$ cat config.mk
export PLATFORM = sky130hd
export DESIGN_NAME = mem_access_stage
export DESIGN_NICKNAME = d
export VERILOG_FILES = /design/src/rtl/mem_access_stage.sv
export SDC_FILE = /design/constraint.sdc
export NUM_CORES = 1
export LEC_CHECK = 0
export CELL_PAD_IN_SITES_DETAIL_PLACEMENT = 0
export CELL_PAD_IN_SITES_GLOBAL_PLACEMENT = 1
export CORE_ASPECT_RATIO = 0.9
export CORE_MARGIN = 10
export CORE_UTILIZATION = 25
export DETAILED_ROUTE_END_ITERATION = 8
export GPL_ROUTABILITY_DRIVEN = 0
export PLACE_DENSITY = 0.69
export SLEW_MARGIN = 20
export SYNTH_ARGS = -nofsm -noshare
export SYNTH_HDL_FRONTEND = slang
export SYNTH_SLANG_ARGS = --single-unit
$ cat constraint.sdc
create_clock -name clk_i -period 1.75 [get_ports clk_i]
set_input_delay 0.525 -clock clk_i [delete_from_list [all_inputs] [get_ports clk_i]]
set_output_delay 0.525 -clock clk_i [all_outputs]
set_load 0.02 [all_outputs]
$ cat src/rtl/mem_access_stage.sv
`default_nettype none
// ============================================================================
//  Module      : mem_access_stage
//  Description : MEM pipeline stage. Runs a req/ack handshake with data
//                memory for loads/stores, stalls earlier stages while an
//                access is outstanding, and drives the MEM/WB register.
//  Revision    : 1.0 - initial release
// ============================================================================
module mem_access_stage #(
    parameter int TIMEOUT = 16
) (
    input  logic        clk_i,
    input  logic        rst_i,
    input  logic        RegWrite_i,
    input  logic        MemtoReg_i,
    input  logic        MemRead_i,
    input  logic        MemWrite_i,
    input  logic [31:0] ALUout_i,
    input  logic [31:0] rs2_i,
    input  logic [4:0]  rd_i,
    output logic        stall_o,
    output logic        mem_req_o,
    output logic        mem_we_o,
    output logic [31:0] mem_addr_o,
    output logic [31:0] mem_wdata_o,
    input  logic        mem_ack_i,
    input  logic [31:0] mem_rdata_i,
    output logic        RegWrite_o,
    output logic        MemtoReg_o,
    output logic [31:0] ReadData_o,
    output logic [31:0] ALUout_o,
    output logic [4:0]  rd_o,
    output logic        misalign_o,
    output logic        err_o
);

    localparam logic [1:0] c_ST_IDLE = 2'd0;
    localparam logic [1:0] c_ST_REQ  = 2'd1;
    localparam logic [1:0] c_ST_DONE = 2'd2;

    // Counter only needs to reach TIMEOUT-1; width of 1 when the watchdog is off.
    localparam int             c_CW       = (TIMEOUT > 1) ? $clog2(TIMEOUT) : 1;
    localparam logic [c_CW-1:0] c_CNT_LAST = c_CW'((TIMEOUT > 0) ? (TIMEOUT - 1) : 0);

    logic [1:0]      r_state;
    logic [1:0]      w_next_state;
    logic [c_CW-1:0] r_cnt;
    logic            r_req;
    logic            r_we;
    logic [31:0]     r_addr;
    logic [31:0]     r_wdata;
    logic [31:0]     r_rdata;
    logic            r_err;

    logic            r_regwrite;
    logic            r_memtoreg;
    logic [31:0]     r_readdata;
    logic [31:0]     r_aluout;
    logic [4:0]      r_rd;
    logic            r_misalign;

    logic            w_memacc;
    logic            w_misacc;
    logic            w_op;
    logic            w_timeout;
    logic            w_stall;

    assign w_memacc  = MemRead_i | MemWrite_i;
    assign w_misacc  = w_memacc & (ALUout_i[1:0] != 2'b00);
    assign w_op      = w_memacc & (ALUout_i[1:0] == 2'b00);
    assign w_timeout = (TIMEOUT > 0) && (r_cnt == c_CNT_LAST);
    assign w_stall   = ((r_state == c_ST_IDLE) & w_op) | (r_state == c_ST_REQ);

    // Next-state decode for the access handshake
    always_comb begin
        w_next_state = r_state;
        case (r_state)
            c_ST_IDLE: if (w_op) w_next_state = c_ST_REQ;
            c_ST_REQ:  if (mem_ack_i || w_timeout) w_next_state = c_ST_DONE;
            c_ST_DONE: w_next_state = c_ST_IDLE;
            default:   w_next_state = c_ST_IDLE;
        endcase
    end

    // State register, memory request fields, watchdog and latched load data
    always_ff @(posedge clk_i) begin
        if (rst_i) begin
            r_state <= c_ST_IDLE;
            r_cnt   <= '0;
            r_req   <= 1'b0;
            r_we    <= 1'b0;
            r_addr  <= '0;
            r_wdata <= '0;
            r_rdata <= '0;
            r_err   <= 1'b0;
        end else begin
            r_state <= w_next_state;
            case (r_state)
                c_ST_IDLE: begin
                    r_cnt <= '0;
                    if (w_op) begin
                        r_req   <= 1'b1;
                        // A simultaneous read+write is executed as a store.
                        r_we    <= MemWrite_i;
                        r_addr  <= ALUout_i;
                        r_wdata <= rs2_i;
                    end
                end
                c_ST_REQ: begin
                    if (mem_ack_i) begin
                        r_rdata <= mem_rdata_i;
                        r_req   <= 1'b0;
                    end else if (w_timeout) begin
                        r_rdata <= '0;
                        r_req   <= 1'b0;
                        r_err   <= 1'b1;
                    end else begin
                        r_cnt <= r_cnt + 1'b1;
                    end
                end
                default: ;
            endcase
        end
    end

    // MEM/WB register: bubble while stalled, otherwise advance from EX/MEM
    always_ff @(posedge clk_i) begin
        if (rst_i) begin
            r_regwrite <= 1'b0;
            r_memtoreg <= 1'b0;
            r_readdata <= '0;
            r_aluout   <= '0;
            r_rd       <= '0;
            r_misalign <= 1'b0;
        end else begin
            r_misalign <= w_misacc & ~w_stall;
            if (w_stall) begin
                r_regwrite <= 1'b0;
                r_memtoreg <= 1'b0;
            end else begin
                // No write-back for a dropped misaligned load or a read+write op.
                r_regwrite <= RegWrite_i & ~(MemRead_i & MemWrite_i) & ~(w_misacc & MemRead_i);
                r_memtoreg <= MemtoReg_i;
                r_aluout   <= ALUout_i;
                r_rd       <= rd_i;
                if (r_state == c_ST_DONE) r_readdata <= r_rdata;
            end
        end
    end

    assign stall_o     = w_stall;
    assign mem_req_o   = r_req;
    assign mem_we_o    = r_we;
    assign mem_addr_o  = r_addr;
    assign mem_wdata_o = r_wdata;
    assign RegWrite_o  = r_regwrite;
    assign MemtoReg_o  = r_memtoreg;
    assign ReadData_o  = r_readdata;
    assign ALUout_o    = r_aluout;
    assign rd_o        = r_rd;
    assign misalign_o  = r_misalign;
    assign err_o       = r_err;

endmodule
`default_nettype wire
==> metrics.txt <==
CP startpoint kind=input port; # DRC=0; Post-DP Area=9400 sq um; initial antenna violation count=1; nets@finish=1,054; drt initial violations=208; slew margin rel.=63.7%; Avg Cell Area, Syn=9.12 sq um; vias in the first global route=5,385; TritonRoute pass-1 iters=6; Design Area, Final=9850 sq um; Seq/Total Area, Yosys=55.4%; DRT Wirelength=21.4 mm; CP Class=in -> out; Root Buffer=clkbuf_16; leakage power=4.16 nW; die width=189 um; worst setup path end=stall_o; CTS Buf Count=17; Cell variety after synth=33; # rows=55; Max clock buf depth=2; r2r startpoint=r_cnt[0]$_SDFFE_PP0P_; R2R setup slack=0.19 ns; PortBufs=247; CTS HTree Levels=4; global-route wire length before repair=32.6 mm; Vias/cell=4.29; Crit path max-delay family=compound AO/OA/AOI/OAI gates; I/O Pins=248; Clock transition at path regs=0.07 ns; Final Hold Viols=0; Yosys reg bits=177; mapped cell area=6390 sq um; VDD IR max=464 uV; # clock sinks=177; Overflow after GRT=0; RSZ-0062 raised after global routing=true; fin crit period=1.72 ns; Skew-Pair Late Insertion Delay=0.43 ns; Fmax=582 MHz; CP max FO=2; slowest stage delay, CP=0.17 ns; Final HPWL DP=15.2 mm; outcome=completed; Critical Path RT=1.22 ns; ant diodes=0; Setup crit end kind=primary output; Crit-path slowest cell=nor2_4; Yosys warning count=0; Worst Reg-to-Reg Cells=6; layout cells sized above 1=7.62%; largest net degree at the start of global routing=69; worst r2r dst=r_cnt[2]$_SDFFE_PP0P_; Starting Density=25.4%; MaxCap Viol Count=0; worst path bufs/invs=2; setup violators final=0; DR vias=5,571; pwr/cell area=958 nW/um^2; crit path launch=ALUout_i[0]; CP arrival=1.19 ns; final antenna-violating net count=0; Core Region=25,200 sq um; hold slack=0.450 ns; fin util=39.1%; CP Cell Sequence=buf_8 > nor2_4 > o21ai_2 > a21oi_4 > buf_6; CTS tree=done; Post-Synthesis Cells=701; net count after synthesis=810; Final Skew=0.0105 ns; CP Depth=5; Tightest Pin Transition=0.545 ns; DR WL/cell=16.4 um; Worst Hold Class=reg -> reg; pins over their slew limit=0; full die area=32,400 sq um; Post-CTS Hold Fix Bufs=0; Die Y=172 um; crit share post-route=98.2%; Area Overhead vs Synth=54.1%; GRT Resource Usage Total=12.9%
[flip-flops by register name, summed over array words and instances (netlist names), 2 cells and up]
| name | flops |
|---|---|
| r_state | 2 |
| ALUout_o | 32 |
| r_rdata | 32 |
| r_cnt | 4 |
| ReadData_o | 32 |
| rd_o | 5 |
| mem_wdata_o | 32 |
| mem_addr_o | 32 |
[synthesized netlist by cell type, drive strengths merged]
| cell | number | area [sq um] |
|---|---|---|
| and3 | 1 | 6.26 |
| a31oi | 2 | 12.5 |
| buf | 24 | 161 |
| o21bai | 1 | 7.51 |
| nor2 | 11 | 43.8 |
| a22oi | 2 | 15.0 |
| nor3b | 4 | 35.0 |
| nand2 | 192 | 721 |
| a21oi | 99 | 499 |
| ha | 1 | 12.5 |
| nor2b | 1 | 6.26 |
| o21ai | 2 | 10.0 |
| dfxtp | 177 | 3540 |
| inv | 2 | 7.51 |
| mux2i | 38 | 380 |
| clkbuf | 26 | 97.6 |
| and2b | 1 | 7.51 |
| nand2b | 75 | 469 |
| o21a | 1 | 7.51 |
| o31ai | 1 | 7.51 |
| nor4 | 3 | 33.8 |
| a211oi | 1 | 7.51 |
| nor3 | 3 | 15.0 |
| nand3 | 1 | 5.00 |
| a22o | 32 | 280 |
[worst min path at each step]
stage / start / endpoint / slack [ns] / cells past startpoint
after floorplan: r_rdata[0]$_SDFFE_PP0P_ / ReadData_o[0]$_SDFFE_PP0P_ / 0.43 / 2
final: mem_wdata_o[26]$_SDFFE_PP0P_ / mem_wdata_o[26]$_SDFFE_PP0P_ / 0.45 / 2
after global routing: ALUout_i[1] / misalign_o$_SDFF_PP0_ / 0.46 / 3
after detailed placement: ReadData_o[16]$_SDFFE_PP0P_ / ReadData_o[16]$_SDFFE_PP0P_ / 0.45 / 2
after global placement: ReadData_o[26]$_SDFFE_PP0P_ / ReadData_o[26]$_SDFFE_PP0P_ / 0.44 / 2
after CTS: r_rdata[5]$_SDFFE_PP0P_ / ReadData_o[5]$_SDFFE_PP0P_ / 0.45 / 2
[final cells by class]
| cell class | count | area [sq um] |
|---|---|---|
| Inverter | 2 | 7.51 |
| Sequential cell | 177 | 3540 |
| Multi-Input combinational cell | 472 | 2620 |
| Clock inverter | 14 | 168 |
| Timing Repair Buffer | 275 | 2640 |
| Tap cell | 342 | 428 |
| Fill cell | 2636 | 15300 |
| Clock buffer | 18 | 439 |
[placed cells by master (no fill, tap or decap), drive strengths merged, types with 3 or more instances in the layout]
master / netlist / layout
mux2i: 38 / 38
clkinvlp: 0 / 3
nor4: 3 / 3
inv: 2 / 10
nand2b: 75 / 75
nor3b: 4 / 4
dlygate4sd2: 0 / 141
clkdlybuf4s50: 0 / 102
a22o: 32 / 32
nor3: 3 / 3
clkbuf: 26 / 18
buf: 24 / 32
nand2: 192 / 192
dfxtp: 177 / 177
nor2: 11 / 11
a21oi: 99 / 99
[report_power, final]
| group | internal [mW] | switching, mW | total (mW) |
|---|---|---|---|
| sequential | 4.18 | 0.0726 | 4.26 |
| clock | 2.20 | 1.79 | 3.99 |
| combinational | 0.569 | 0.621 | 1.19 |
| total | 6.95 | 2.49 | 9.44 |
[logic make-up after synthesis]
logic type	count (synthesis)	share of synthesized area, %
fa+ha+maj	1	0.196
mux	38	5.95
compound gates	141	13.3
simple gates	292	21.0
flops	177	55.4
buf+inv	52	4.17
[metal layers]
metal | global-route usage [%] | share of wire [%]
met1 | 15.7 | 45
met4 | 3.00 | 0.72
met5 | 0 | 0
met3 | 6.13 | 9.2
met2 | 20.1 | 45
[worst min-delay path: cells and delay by family, from the launching register on]
family | cells | cell delay [ns]
compound gates | 1 | 0.05
flops | 1 | 0.31
simple gates | 1 | 0.05
[stage by stage]
step	worst slack, ns	setup TNS (ns)	instances	total power, mW
6_report	0.0321	0	1300	9.44
5_1_grt	-0.00676	-0.00676	1300	9.87
4_1_cts	-0.0230	-0.0230	1299	9.62
3_5_place_dp	-1.13	-71.30	1268	5.66
3_3_place_gp	-1.14	-69.49	1268	5.65
2_1_floorplan	0.0129	0	701	4.92
[what timing repair did]
action / in CTS / in global routing
resized for setup: 160 / 5
setup endpoints to repair: 181 / 1
cloned: 0 / 0
hold endpoints to repair: 0 / 0
setup buffers: 0 / 1
pin swaps: 2 / 2
No activity file was read; power rests on OpenSTA's default activity.
